File: config.mk
export PLATFORM = sky130hd
export DESIGN_NAME = spi_mem_arbiter_flat
export DESIGN_NICKNAME = d
export VERILOG_FILES = /design/src/rtl/spi_mem_pkg.sv /design/src/rtl/spi_mem_arbiter_if.sv /design/src/rtl/spi_rr_arb2.sv /design/src/rtl/spi_mem_arbiter.sv /design/src/flat_wrapper.sv
export SDC_FILE = /design/constraint.sdc
export NUM_CORES = 1
export LEC_CHECK = 0
export CORE_MARGIN = 2
export CORE_UTILIZATION = 53
export CTS_CLUSTER_SIZE = 10
export DETAILED_ROUTE_END_ITERATION = 16
export GPL_TIMING_DRIVEN = 0
export PLACE_DENSITY = 0.85
export SLEW_MARGIN = 20
export SYNTH_ARGS = -nofsm -noshare
export SYNTH_HDL_FRONTEND = slang
export SYNTH_SLANG_ARGS = --single-unit
File: constraint.sdc
create_clock -name clk -period 4.4 [get_ports clk]
set_input_delay 0.88 -clock clk [delete_from_list [all_inputs] [get_ports clk]]
set_output_delay 0.88 -clock clk [all_outputs]
set_load 0.01 [all_outputs]
File: src/rtl/spi_mem_pkg.sv
// Shared types and constants for the SPI memory front end.
// Frame layout: GUARD(2) CMD(16) ADDR(32) DATA(32) TAIL(2) clks.
package spi_mem_pkg;

  typedef enum logic [2:0] {
    IDLE,
    GUARD,
    CMD,
    ADDR,
    DATA,
    TAIL
  } state_t;

  localparam logic [7:0] DEF_CMD_READ  = 8'h03;
  localparam logic [7:0] DEF_CMD_WRITE = 8'h02;

  localparam int GUARD_CLKS = 2;
  localparam int CMD_BITS   = 8;
  localparam int ADDR_BITS  = 16;
  localparam int DATA_BITS  = 16;
  localparam int FRAME_CLKS = 84;

  // Word address goes out LSB first; the 16th bit is the byte-address LSB.
  function automatic logic addr_bit(
    input logic [15:0] a,
    input logic [4:0]  b
  );
    return (b < 5'd15) ? a[b[3:0]] : 1'b0;
  endfunction

endpackage

File: src/rtl/spi_mem_arbiter_if.sv
// Requester-side bus of the SPI memory arbiter.
// Ports are packed {port1, port0}.
interface spi_mem_arbiter_if;
  logic [1:0]  req;
  logic [1:0]  rnw;
  logic [31:0] addr;
  logic [31:0] wdata;
  logic [1:0]  gnt;
  logic [1:0]  done;
  logic [15:0] rdata;
  logic        busy;

  modport master (
    output req, rnw, addr, wdata,
    input  gnt, done, rdata, busy
  );

  modport slave (
    input  req, rnw, addr, wdata,
    output gnt, done, rdata, busy
  );
endinterface

File: src/rtl/spi_rr_arb2.sv
// Two-way arbiter: round-robin when FAIR!=0, else port 0 wins.
// Pointer moves only when a grant is taken.
module spi_rr_arb2 #(
  parameter int FAIR = 1
) (
  input  logic       clk,
  input  logic       rst_n,
  input  logic [1:0] req,
  input  logic       take,
  output logic [1:0] pick
);

  logic ptr;

  always_comb begin
    pick = req;
    if (req == 2'b11)
      pick = (FAIR != 0 && ptr) ? 2'b10 : 2'b01;
  end

  // ptr=1 favours port 1 on the next tie.
  always_ff @(posedge clk) begin
    if (!rst_n)
      ptr <= 1'b0;
    else if (take && |pick)
      ptr <= pick[0];
  end

endmodule

File: src/rtl/spi_mem_arbiter.sv
// Two-port word front end for the SPI RAM/ROM bus.
// One 84-clk frame per grant; all outputs registered.
module spi_mem_arbiter
  import spi_mem_pkg::*;
#(
  parameter logic [7:0] CMD_READ  = DEF_CMD_READ,
  parameter logic [7:0] CMD_WRITE = DEF_CMD_WRITE,
  parameter int         FAIR      = 1
) (
  input  logic               clk,
  input  logic               rst_n,
  spi_mem_arbiter_if.slave   bus,
  output logic               spi_cs0,
  output logic               spi_cs1,
  output logic               spi_clk,
  output logic               spi_mosi,
  input  logic               spi_miso
);

  state_t      st;
  logic [6:0]  ph;
  logic [4:0]  bcnt;
  logic        rnw_l;
  logic [15:0] addr_l;
  logic [15:0] shreg;
  logic [1:0]  pick;
  logic [7:0]  cmd;
  logic [1:0]  gnt_q;
  logic [1:0]  done_q;
  logic [15:0] rdata_q;
  logic        busy_q;

  assign cmd       = rnw_l ? CMD_READ : CMD_WRITE;
  assign bus.gnt   = gnt_q;
  assign bus.done  = done_q;
  assign bus.rdata = rdata_q;
  assign bus.busy  = busy_q;

  spi_rr_arb2 #(.FAIR(FAIR)) u_arb (
    .clk  (clk),
    .rst_n(rst_n),
    .req  (bus.req),
    .take (st == IDLE),
    .pick (pick)
  );

  // Odd phases are the spi_clk=1 half; field starts are all even.
  always_ff @(posedge clk) begin
    if (!rst_n) begin
      st       <= IDLE;
      ph       <= '0;
      bcnt     <= '0;
      rnw_l    <= 1'b0;
      addr_l   <= '0;
      shreg    <= '0;
      gnt_q    <= '0;
      done_q   <= '0;
      rdata_q  <= '0;
      busy_q   <= 1'b0;
      spi_cs0  <= 1'b1;
      spi_cs1  <= 1'b1;
      spi_clk  <= 1'b0;
      spi_mosi <= 1'b0;
    end else begin
      done_q <= '0;
      if (st != IDLE)
        ph <= (ph == 7'(FRAME_CLKS - 1)) ? '0 : ph + 7'd1;
      unique case (st)
        IDLE: begin
          if (|bus.req) begin
            gnt_q  <= pick;
            busy_q <= 1'b1;
            rnw_l  <= bus.rnw[pick[1]];
            addr_l <= pick[1] ? bus.addr[31:16] : bus.addr[15:0];
            shreg  <= pick[1] ? bus.wdata[31:16] : bus.wdata[15:0];
            ph     <= '0;
            st     <= GUARD;
          end
        end
        GUARD: begin
          if (ph == 7'(GUARD_CLKS - 1)) begin
            st       <= CMD;
            bcnt     <= '0;
            spi_cs0  <= addr_l[15];
            spi_cs1  <= !addr_l[15];
            spi_mosi <= cmd[7];
          end
        end
        CMD: begin
          if (!ph[0]) begin
            spi_clk <= 1'b1;
          end else begin
            spi_clk <= 1'b0;
            if (bcnt == 5'(CMD_BITS - 1)) begin
              st       <= ADDR;
              bcnt     <= '0;
              spi_mosi <= addr_l[0];
            end else begin
              bcnt     <= bcnt + 5'd1;
              spi_mosi <= cmd[3'd6 - bcnt[2:0]];
            end
          end
        end
        ADDR: begin
          if (!ph[0]) begin
            spi_clk <= 1'b1;
          end else begin
            spi_clk <= 1'b0;
            if (bcnt == 5'(ADDR_BITS - 1)) begin
              st       <= DATA;
              bcnt     <= '0;
              spi_mosi <= !rnw_l & shreg[0];
            end else begin
              bcnt     <= bcnt + 5'd1;
              spi_mosi <= addr_bit(addr_l, bcnt + 5'd1);
            end
          end
        end
        DATA: begin
          if (!ph[0]) begin
            spi_clk <= 1'b1;
          end else begin
            // Writes shift out of bit 0; reads shift miso in at bit 15.
            spi_clk <= 1'b0;
            shreg   <= {rnw_l & spi_miso, shreg[15:1]};
            if (bcnt == 5'(DATA_BITS - 1)) begin
              st       <= TAIL;
              spi_mosi <= 1'b0;
            end else begin
              bcnt     <= bcnt + 5'd1;
              spi_mosi <= !rnw_l & shreg[1];
            end
          end
        end
        TAIL: begin
          if (!ph[0]) begin
            spi_cs0 <= 1'b1;
            spi_cs1 <= 1'b1;
            done_q  <= gnt_q;
            if (rnw_l)
              rdata_q <= shreg;
          end else begin
            st     <= IDLE;
            gnt_q  <= '0;
            busy_q <= 1'b0;
          end
        end
        default: st <= IDLE;
      endcase
    end
  end

endmodule

File: src/flat_wrapper.sv
// flat-port wrapper written by rule: the top's interface ports become plain ports
module spi_mem_arbiter_flat import spi_mem_pkg::*;
#(
  parameter logic [7:0] CMD_READ  = DEF_CMD_READ,
  parameter logic [7:0] CMD_WRITE = DEF_CMD_WRITE,
  parameter int         FAIR      = 1
)
  (clk, rst_n, spi_cs0, spi_cs1, spi_clk, spi_mosi, spi_miso, bus_req, bus_rnw, bus_addr, bus_wdata, bus_gnt, bus_done, bus_rdata, bus_busy);
  spi_mem_arbiter_if bus_i ();
  input  logic clk;
  input  logic rst_n;
  output logic spi_cs0;
  output logic spi_cs1;
  output logic spi_clk;
  output logic spi_mosi;
  input  logic spi_miso;
  input wire logic [$bits(bus_i.req)-1:0] bus_req;
  input wire logic [$bits(bus_i.rnw)-1:0] bus_rnw;
  input wire logic [$bits(bus_i.addr)-1:0] bus_addr;
  input wire logic [$bits(bus_i.wdata)-1:0] bus_wdata;
  output wire logic [$bits(bus_i.gnt)-1:0] bus_gnt;
  output wire logic [$bits(bus_i.done)-1:0] bus_done;
  output wire logic [$bits(bus_i.rdata)-1:0] bus_rdata;
  output wire logic [$bits(bus_i.busy)-1:0] bus_busy;
  assign bus_i.req = bus_req;
  assign bus_i.rnw = bus_rnw;
  assign bus_i.addr = bus_addr;
  assign bus_i.wdata = bus_wdata;
  assign bus_gnt = bus_i.gnt;
  assign bus_done = bus_i.done;
  assign bus_rdata = bus_i.rdata;
  assign bus_busy = bus_i.busy;
  spi_mem_arbiter #(.CMD_READ(CMD_READ), .CMD_WRITE(CMD_WRITE), .FAIR(FAIR)) u_core (.clk(clk), .rst_n(rst_n), .bus(bus_i), .spi_cs0(spi_cs0), .spi_cs1(spi_cs1), .spi_clk(spi_clk), .spi_mosi(spi_mosi), .spi_miso(spi_miso));
endmodule
==> results.md <==
- Status: complete, no violations
- Ant diodes: 0
- Postcts setup bufs: 0
- Setup Viol. Count Final: 0
- Flop and latch count out of synthesis: 74
- Vias in the first global route: ~3600
- Critical Path Start Type: primary input
- CP max stage delay: between 0.5 and 0.6 ns
- Die Y: ~89 µm
- Crit path kind: primary input to flop
- Via-per-instance ratio: roughly 5.8
- Core footprint: ~7000 µm²
- Synth async-reset ratio: 0
- Cell Area, Synth: ~3900 µm²
- Max Freq: roughly 0.4 GHz
- Fill count: roughly 590
- Leading area contributor after synthesis: dfxtp_1
- Layout net count: between 600 and 700
- Hold Crit Start: u_core.bus.rdata[6]
- Final Hold Viols: 0
- Min cycle time layout: between 2 and 3 ns
- Reg-to-reg critical path startpoint: u_core.bcnt[1]
- RSZ-0062 raised after global routing: no
- Max Cap Viol: 0
- Port bufs: 94
- Fraction of layout cells with a size suffix above 1: 0.0872
- Critical path origin: bus_req[0]
- Endpoint type of the worst setup path: flop
- Drt drc: 0
- Clock skew: roughly 0.0087 ns
- Clock Tree Buf Depth: 2
- Reg2reg end: u_core.spi_mosi
- DRT Pass-1 Iters: 5
- Crit path required time: roughly 4.7 ns
- Initial antenna violation count: 0
- Mapped Cells: between 400 and 500
- Worst-path clk slew: approximately 0.080 ns
- Final Max Tran Viols: 0
- RePlAce Congestion: 0.884
- Hold Path Cell Cnt: 2
- Clk sinks: 74
- DIE AREA: roughly 8000 µm²
- All-layer global routing usage: 0.279
- Setup TNS: 0 ns
- Critical Path AT: ~2.8 ns
- Pwr dens: about 350 nW/µm²
- Synth warn: 0
- Measured slew at the worst slew-check pin: 0.845 ns
- Hold_buf cts: 0
- Post-route ant nets: 0
- CTS tree: built
- Detailed router's first-iteration violation count: between 200 and 300
- Clk root buf: clkbuf_8
- Number of synthesized flops with an enable pin: 0
- FP Rows: 31
- Worst Hold End: u_core.bus.rdata[6]
- Mux contribution to synthesized area: 0.117
- Worst skew pair latency: ~0.36 ns
- Slew HR: 0.432
- Compound-Gate Fraction of Synth Area: 0.215
- Largest net degree at the start of global routing: 14
- Synth cell count leaders: 74 x dfxtp_1, 55 x nor2_1, 47 x nand2_1
- Starting density of the core: 0.541
- Crit-path cells: clkdlybuf4s50_1 -> inv_1 -> o21ai_4 -> buf_4 -> mux2i_1 -> a211o_1 -> a21oi_2
- Count leader, synth: dfxtp_1
- Top cells by area, synth: dfxtp_1 38%, mux2i_1 9.1%, nor2_1 5.3%
- Unique masters post-synth: 46
- R2r setup slk: approximately 2.2 ns
- CTS buffer count: 9
- Final hold slack: approximately 0.46 ns
- Leak: about 2.0 nW
- H-tree Lvls: 3
- Slowest-stage cell, CP: clkdlybuf4s50_1
- Synth top area share: 0.384
- Avg Inst Size Synth: approximately 8.5 µm²
- CTS resizes: 0
- Post-Syn Nets: between 500 and 600
- Post-Route WL: 10800 µm
- Die Wd: 89.3 µm
- DR WL/cell: about 16 µm
- CP max FO: 10
- VDD IR max: around 0.22 mV
- Gr ovfl total: 0
- Final period util: 0.573
- Min-delay worst type: flop to flop
- Xor/xnor share of the synthesized area: 0.00908
- Register area share after synthesis: 0.384
- Area Overhead vs Synth: 33.1%
- First-pass GRT wire length: approximately 17000 µm
- Post-synthesis adder-cell area fraction: 0.0162
- Io pins: 96
- Post-Synth Simple-Gate Area: 0.204
- R2R depth: 6
- Primary FF master, synth: dfxtp_1
- Via count: ~3800
- Post-DP HPWL: about 7900 µm
- Main combinational cell family by area after synthesis: compound AO/OA/AOI/OAI gates
-- state kept, by name (all words and copies together) (netlist names) --
register / cells
u_core.addr_l: 16
u_core.bus.rdata: 16
u_core.shreg: 16
u_core.ph: 7
u_core.bcnt: 5
u_core.st: 3
u_core.bus.done: 2
u_core.bus.gnt: 2
u_core.bus.busy: 1
u_core.rnw_l: 1
u_core.spi_clk: 1
u_core.spi_cs0: 1
u_core.spi_cs1: 1
u_core.spi_mosi: 1
u_core.u_arb.ptr: 1
-- through the flow --
step | worst slack [ns] | cell area (µm²) | utilization | std cells | total power, W
after floorplan | 2.40 | 3860 | - | 452 | 0.00108
after global placement | 1.57 | 4920 | 0.690 | 645 | 0.00123
after detailed placement | 1.56 | 4920 | 0.690 | 645 | 0.00124
after CTS | 1.90 | 5140 | 0.720 | 661 | 0.00180
after global routing | 1.78 | 5140 | 0.720 | 661 | 0.00189
final | 1.88 | 5140 | 0.720 | 661 | 0.00181
-- per-layer routing --
| metal | GRT usage | share of wire | vias up |
|---|---|---|---|
| li1 | - | - | 1837 |
| met1 | 0.337 | 0.41 | 1820 |
| met2 | 0.474 | 0.50 | 154 |
| met3 | 0.0720 | 0.062 | 32 |
| met4 | 0.114 | 0.029 | 0 |
| met5 | 0 | 0 | - |
-- how the worst max path moves through the flow --
stage / end / slack, ns / depth (start not counted)
finish: u_core.shreg[4] / 1.88 / 7
global route: u_core.shreg[5] / 1.78 / 7
CTS: u_core.shreg[4] / 1.90 / 7
detailed placement: u_core.shreg[0] / 1.56 / 7
global placement: u_core.shreg[0] / 1.57 / 7
floorplan: u_core.bus.gnt[0] / 2.40 / 5
-- final cells by class --
type / instances / area (µm²) / area share
clock buffer: 11 / 151 / 0.0295
sequential: 74 / 1480 / 0.288
timing repair buffer: 94 / 941 / 0.183
multi-input combinational: 335 / 2170 / 0.422
buffer: 35 / 183 / 0.0356
clock inverter: 5 / 61.3 / 0.0119
tap: 99 / 124 / 0.0241
inverter: 8 / 30.0 / 0.00585
-- cell families after synthesis --
kind of cell    Yosys count
compound gates          119
xor+xnor                  4
fa+ha+maj                 5
buf+inv                  43
flops                    74
mux                      40
simple gates            167
-- worst max-delay path, delay by kind of cell --
kind            cells  cell delay [ns]
compound gates      3             0.82
mux                 1             0.11
buf+inv             3             0.98
-- where the power goes --
part | total (W) | internal, W | switching [W] | leakage, nW
Sequential | 0.000780 | 0.000731 | 0.0000486 | 0.605
Clock | 0.000569 | 0.000295 | 0.000274 | 0.0982
Combinational | 0.000460 | 0.000215 | 0.000245 | 1.29
-- cell usage in the layout, fill, tap and decap left out, drive strengths merged, types with 2 or more instances in the layout --
master	count
dfxtp	74
and3	3
nand4b	3
nand4	3
buf	15
o22ai	3
a32oi	2
or3	4
o21ai	10
nor2b	2
a211o	17
nor2	56
nor3	5
inv	9
ha	5
clkbuf	31
a211oi	27
o21a	2
nand2	47
mux4	4
a21oi	52
nand3b	2
xnor2	3
clkinvlp	3
nand3	28
mux2i	35
nand2b	9
o211ai	2
clkdlybuf4s50	94
Power figures use the tool's default switching activity.
